File: src/rtl/i2c_data_fifo.sv
// First-word-fall-through byte FIFO between the APB register block and the I2C engines.
// Count-based flags; overflow/underflow rejections are reported as registered one-cycle pulses.
module i2c_data_fifo #(
  parameter int unsigned WIDTH             = 8,
  parameter int unsigned DEPTH             = 32,
  parameter int unsigned ALMOST_FULL_LEVEL = DEPTH - 1
) (
  input  logic                     clk,
  input  logic                     n_rst,
  input  logic                     clear,
  input  logic                     write_enable,
  input  logic [WIDTH-1:0]         write_data,
  input  logic                     read_enable,
  output logic [WIDTH-1:0]         read_data,
  output logic                     empty,
  output logic                     full,
  output logic                     almost_full,
  output logic [$clog2(DEPTH):0]   count,
  output logic                     overflow_set,
  output logic                     underflow_set
);

  localparam int unsigned AW = $clog2(DEPTH);
  localparam int unsigned CW = AW + 1;

  logic [WIDTH-1:0] mem_q [DEPTH];
  logic [AW-1:0]    wr_ptr_q, wr_ptr_d;
  logic [AW-1:0]    rd_ptr_q, rd_ptr_d;
  logic [CW-1:0]    count_q, count_d;
  logic             ovf_q, ovf_d;
  logic             udf_q, udf_d;
  logic             wr_acc, rd_acc;

  assign empty       = (count_q == '0);
  assign full        = (count_q == CW'(DEPTH));
  assign almost_full = (count_q >= CW'(ALMOST_FULL_LEVEL));
  assign count       = count_q;
  assign read_data   = empty ? '0 : mem_q[rd_ptr_q];
  assign overflow_set  = ovf_q;
  assign underflow_set = udf_q;

  // A full FIFO still accepts a write when the head is popped in the same cycle.
  assign wr_acc = write_enable && (!full || read_enable);
  assign rd_acc = read_enable && !empty;

  always_comb begin
    wr_ptr_d = wr_ptr_q;
    rd_ptr_d = rd_ptr_q;
    count_d  = count_q;
    ovf_d    = 1'b0;
    udf_d    = 1'b0;
    if (clear) begin
      wr_ptr_d = '0;
      rd_ptr_d = '0;
      count_d  = '0;
    end else begin
      if (wr_acc) wr_ptr_d = wr_ptr_q + AW'(1);
      if (rd_acc) rd_ptr_d = rd_ptr_q + AW'(1);
      unique case ({wr_acc, rd_acc})
        2'b10:   count_d = count_q + CW'(1);
        2'b01:   count_d = count_q - CW'(1);
        default: count_d = count_q;
      endcase
      ovf_d = write_enable && !wr_acc;
      udf_d = read_enable && !rd_acc;
    end
  end

  always_ff @(posedge clk or negedge n_rst) begin
    if (!n_rst) begin
      wr_ptr_q <= '0;
      rd_ptr_q <= '0;
      count_q  <= '0;
      ovf_q    <= 1'b0;
      udf_q    <= 1'b0;
    end else begin
      wr_ptr_q <= wr_ptr_d;
      rd_ptr_q <= rd_ptr_d;
      count_q  <= count_d;
      ovf_q    <= ovf_d;
      udf_q    <= udf_d;
    end
  end

  // Storage; clear only rewinds pointers and leaves contents intact.
  always_ff @(posedge clk or negedge n_rst) begin
    if (!n_rst) begin
      for (int i = 0; i < int'(DEPTH); i++) mem_q[i] <= '0;
    end else if (!clear && wr_acc) begin
      mem_q[wr_ptr_q] <= write_data;
    end
  end

endmodule

File: config.mk
export PLATFORM = sky130hd
export DESIGN_NAME = i2c_data_fifo
export DESIGN_NICKNAME = d
export VERILOG_FILES = /design/src/rtl/i2c_data_fifo.sv
export SDC_FILE = /design/constraint.sdc
export NUM_CORES = 1
export LEC_CHECK = 0
export ABC_AREA = 1
export BUFFER_PORTS_ARGS = -buffer_cell sky130_fd_sc_hd__buf_2
export CORE_MARGIN = 5
export CORE_UTILIZATION = 30
export CTS_CLUSTER_SIZE = 30
export DETAILED_ROUTE_END_ITERATION = 7
export PLACE_DENSITY_LB_ADDON = 0.2
export SYNTH_ARGS = -nofsm -noshare
export SYNTH_HDL_FRONTEND = slang
export SYNTH_SLANG_ARGS = --single-unit
File: constraint.sdc
create_clock -name clk -period 4.35 [get_ports clk]
set_input_delay 0.2175 -clock clk [delete_from_list [all_inputs] [get_ports clk]]
set_output_delay 0.2175 -clock clk [all_outputs]
set_load 0.1 [all_outputs]
==> results.md <==
* Final instance area at 14200 sq um
* Placeable core area at ~42000 sq um
* RSZ-0062 raised after global routing: false
* Pwr dens at 571 nW/um^2
* Total of max-cap violations at 0
* Fin crit share at 80.4%
* Leakage at 6.42 nW
* Pins Over Slew Limit at 0
* Cell family with most CP delay: buffers and inverters
* CTS Sinks at around 270
* Num CTS Buffers at 31
* Count leader, synth: o21ai_0
* Crit Path Class: reg2out
* Ports at 32
* Clk_lat worst skew at 560 ps
* Post-cts resize count at 0
* CP Capture Type: output pin
* Root Driver: clkbuf_16
* Status: completed
* Fraction of layout cells with a size suffix above 1 at 9.75%
* Initial DRC count at 795
* FF+latch count, synth at 274
* Nets@finish at 1500
* Crit path DAT at between 3000 and 4000 ps
* Slowest cell on the critical path: buf_4
* Die width at 215 um
* Multi-input logic area at 5170 sq um
* Min-delay worst type: in2reg
* Routability congestion estimate from global placement at 0.796
* Asr flop ratio synth at 100%
* Primary FF master, synth: dfrtp_1
* Die ar. at 46400 sq um
* Routed Antenna Nets at 0
* Die height at 215 um
* Slowest stage delay, CP at a little over 700 ps
* Largest cells by area after synthesis: dfrtp_1 54%, o21ai_0 15%, nand2_1 9.5%, nor2_1 5.0%, clkbuf_1 2.0%
* Worst-Margin Slew at around 910 ps
* Yosys top cell by area: dfrtp_1
* Worst vdd ir at 0.000689 V
* Synthesized area per cell at 8.45 sq um
* Post-route setup TNS at 0 ps
* Largest net degree at the start of global routing at 135
* Starting Density at slightly above 30%
* Fill cell count at 4433
* H-tree depth at 1
* Post-synth top cells: 382 x o21ai_0, 322 x nand2_1, 274 x dfrtp_1
* Worst clock skew at 10.4 ps
* Number of inserted diodes at 0
* Mapped Area at approximately 13000 sq um
* CP cell instances: buf_4, o21ai_0, o22ai_1, nor2_1, nor2_1, o21ai_0, a21oi_1, buf_2
* Total power at between 0.008 and 0.009 W
* CTS tree: done
* CP bufs+invs at 2
* Initial antenna violation count at 0
* Maximum clock rate at 286 MHz
* Post-synthesis cell count at approximately 1500
* Slew margin rel. at 39.5%
* Placement Cell Area at 13200 sq um
* # DRC at 0
* Clock tree buffer depth at 3
* WHS at 42.7 ps
* Synth top area share at 54.2%
* Setup-failing EPs final at 0
* Setup crit start kind: register
* Vias in the first global route at 9984
* Fin crit period at 3500 ps
* Number of I/O port buffers at 31
* First-pass DRT Iterations at 5
* Routed wire length at between 30000 and 40000 um
* Final Hold Viols at 0
* Number of synthesized flops with an enable pin at 0
* Via/cell ratio at 5.01
* Mapped Nets at around 1500
* Register area at 6860 sq um
* Number of distinct library cells after synthesis at 30
* Total gr overflow at 0
* Tot GR Track Use at 15.8%
* Synth Warn # at 0
* Synth-to-layout area growth at 12.4%
* Worst-path fanout max at 80
* Sequential share of the synthesized area at 54.2%
* Crit path required time at 4130 ps
* Detailed Place HPWL at 22500 um
* Vias at 10200
* Wirelength per Cell at roughly 18 um
* Num rows at 75
* Post-CTS Setup Repair Bufs at 0
* Reg clk slew, reported paths at 60 ps
* First-pass GRT wire length at 59800 um
## worst register-to-register path: cells and delay by family (launching register included)
family / cells / cell delay, ps
compound gates: 1 / 170
fa+ha+maj: 1 / 340
buf+inv: 1 / 130
flops: 1 / 470
simple gates: 7 / 1500
## cell usage in the layout, fill, tap and decap left out, types with 3 or more instances in the layout
cell           Yosys  routed
clkbuf_1          69       5
o211ai_1          17      17
o22ai_1           38      38
nor3_1             6       6
o21ai_0          382     382
o21ai_1           26      26
dlygate4sd3_1      0       3
clkbuf_16          0      31
a21oi_1            9       9
nand4_1            4       4
nand3_1           33      33
dfrtp_1          274     272
a31oi_1            4       4
ha_1               8       8
o221ai_1          12      12
nand2_2           30      30
buf_4              1      17
nand2_4            3       3
inv_1             37      36
buf_2             28      30
buf_12             0       3
nor2_1           170     170
clkinvlp_4         0       4
nor3_2             6       6
clkinv_2           0       3
bufinv_16          0       3
clkbuf_8           0       5
nor2_8             4       4
nand2_1          322     322
## repair_timing
item / 4_1_cts / 5_1_grt
hold endpoints to repair: 32 / 0
hold buffers: 3 / 0
setup endpoints to repair: 0 / 0
## final cells by class
class | count | area share (%)
flip-flops and latches | 274 | 48.2
multi-input cells | 1080 | 36.3
clock inverters | 11 | 1.01
well taps | 539 | 4.74
inverters | 38 | 1.02
clock buffers | 41 | 6.06
repair buffers | 54 | 2.69
## through the flow
step | utilization (%) | std cells | setup slack, ps
4_1_cts | 34.0 | 2037 | 768
5_1_grt | 34.0 | 2037 | 716
6_report | 34.0 | 2037 | 851
2_1_floorplan | - | 1498 | 821
3_3_place_gp | 31.5 | 1982 | 1360
3_5_place_dp | 31.5 | 1982 | 1400
## state kept, by name, indices dropped and copies added (netlist names)
signal	count
mem_q	256
wr_ptr_q	5
count	6
overflow_set	1
underflow_set	1
rd_ptr_q	5
## cell families after synthesis
family	count (synthesis)	share of synthesized area [%]
AND/OR/NAND/NOR	581	19.4
XOR/XNOR	1	0.0692
flip-flops	274	54.2
buffers and inverters	144	5.05
AO/OA/AOI/OAI	490	20.5
adder cells (fa/ha/maj)	8	0.791
## worst paths after layout
kind,start,to,slack [ps],depth (start not counted)
setup / recovery,rd_ptr_q[1],read_data[7],850,8
hold / removal,write_enable,overflow_set,40,3
setup reg to reg,count[0],count[5],1620,10
hold reg to reg,mem_q[181],mem_q[181],480,2
max in group asynchronous,n_rst,rd_ptr_q[0],3040,3
min in group asynchronous,n_rst,mem_q[57],100,2
## per-layer routing
| metal | GRT usage, % | up-vias | wire length, um |
|---|---|---|---|
| met3 | 2.00 | 52 | 1370 |
| li1 | - | 4992 | - |
| met1 | 24.4 | 4955 | 18800 |
| met2 | 23.8 | 215 | 16300 |
| met5 | 0 | - | 0 |
| met4 | 3.31 | 0 | 800 |
## where the power goes
group | internal, W | total [W] | switching [W]
sequential | 0.00272 | 0.00285 | 0.000129
clock | 0.00156 | 0.00262 | 0.00106
combinational | 0.000585 | 0.00266 | 0.00207
total | 0.00486 | 0.00812 | 0.00326
No activity file was read; power rests on OpenSTA's default activity.
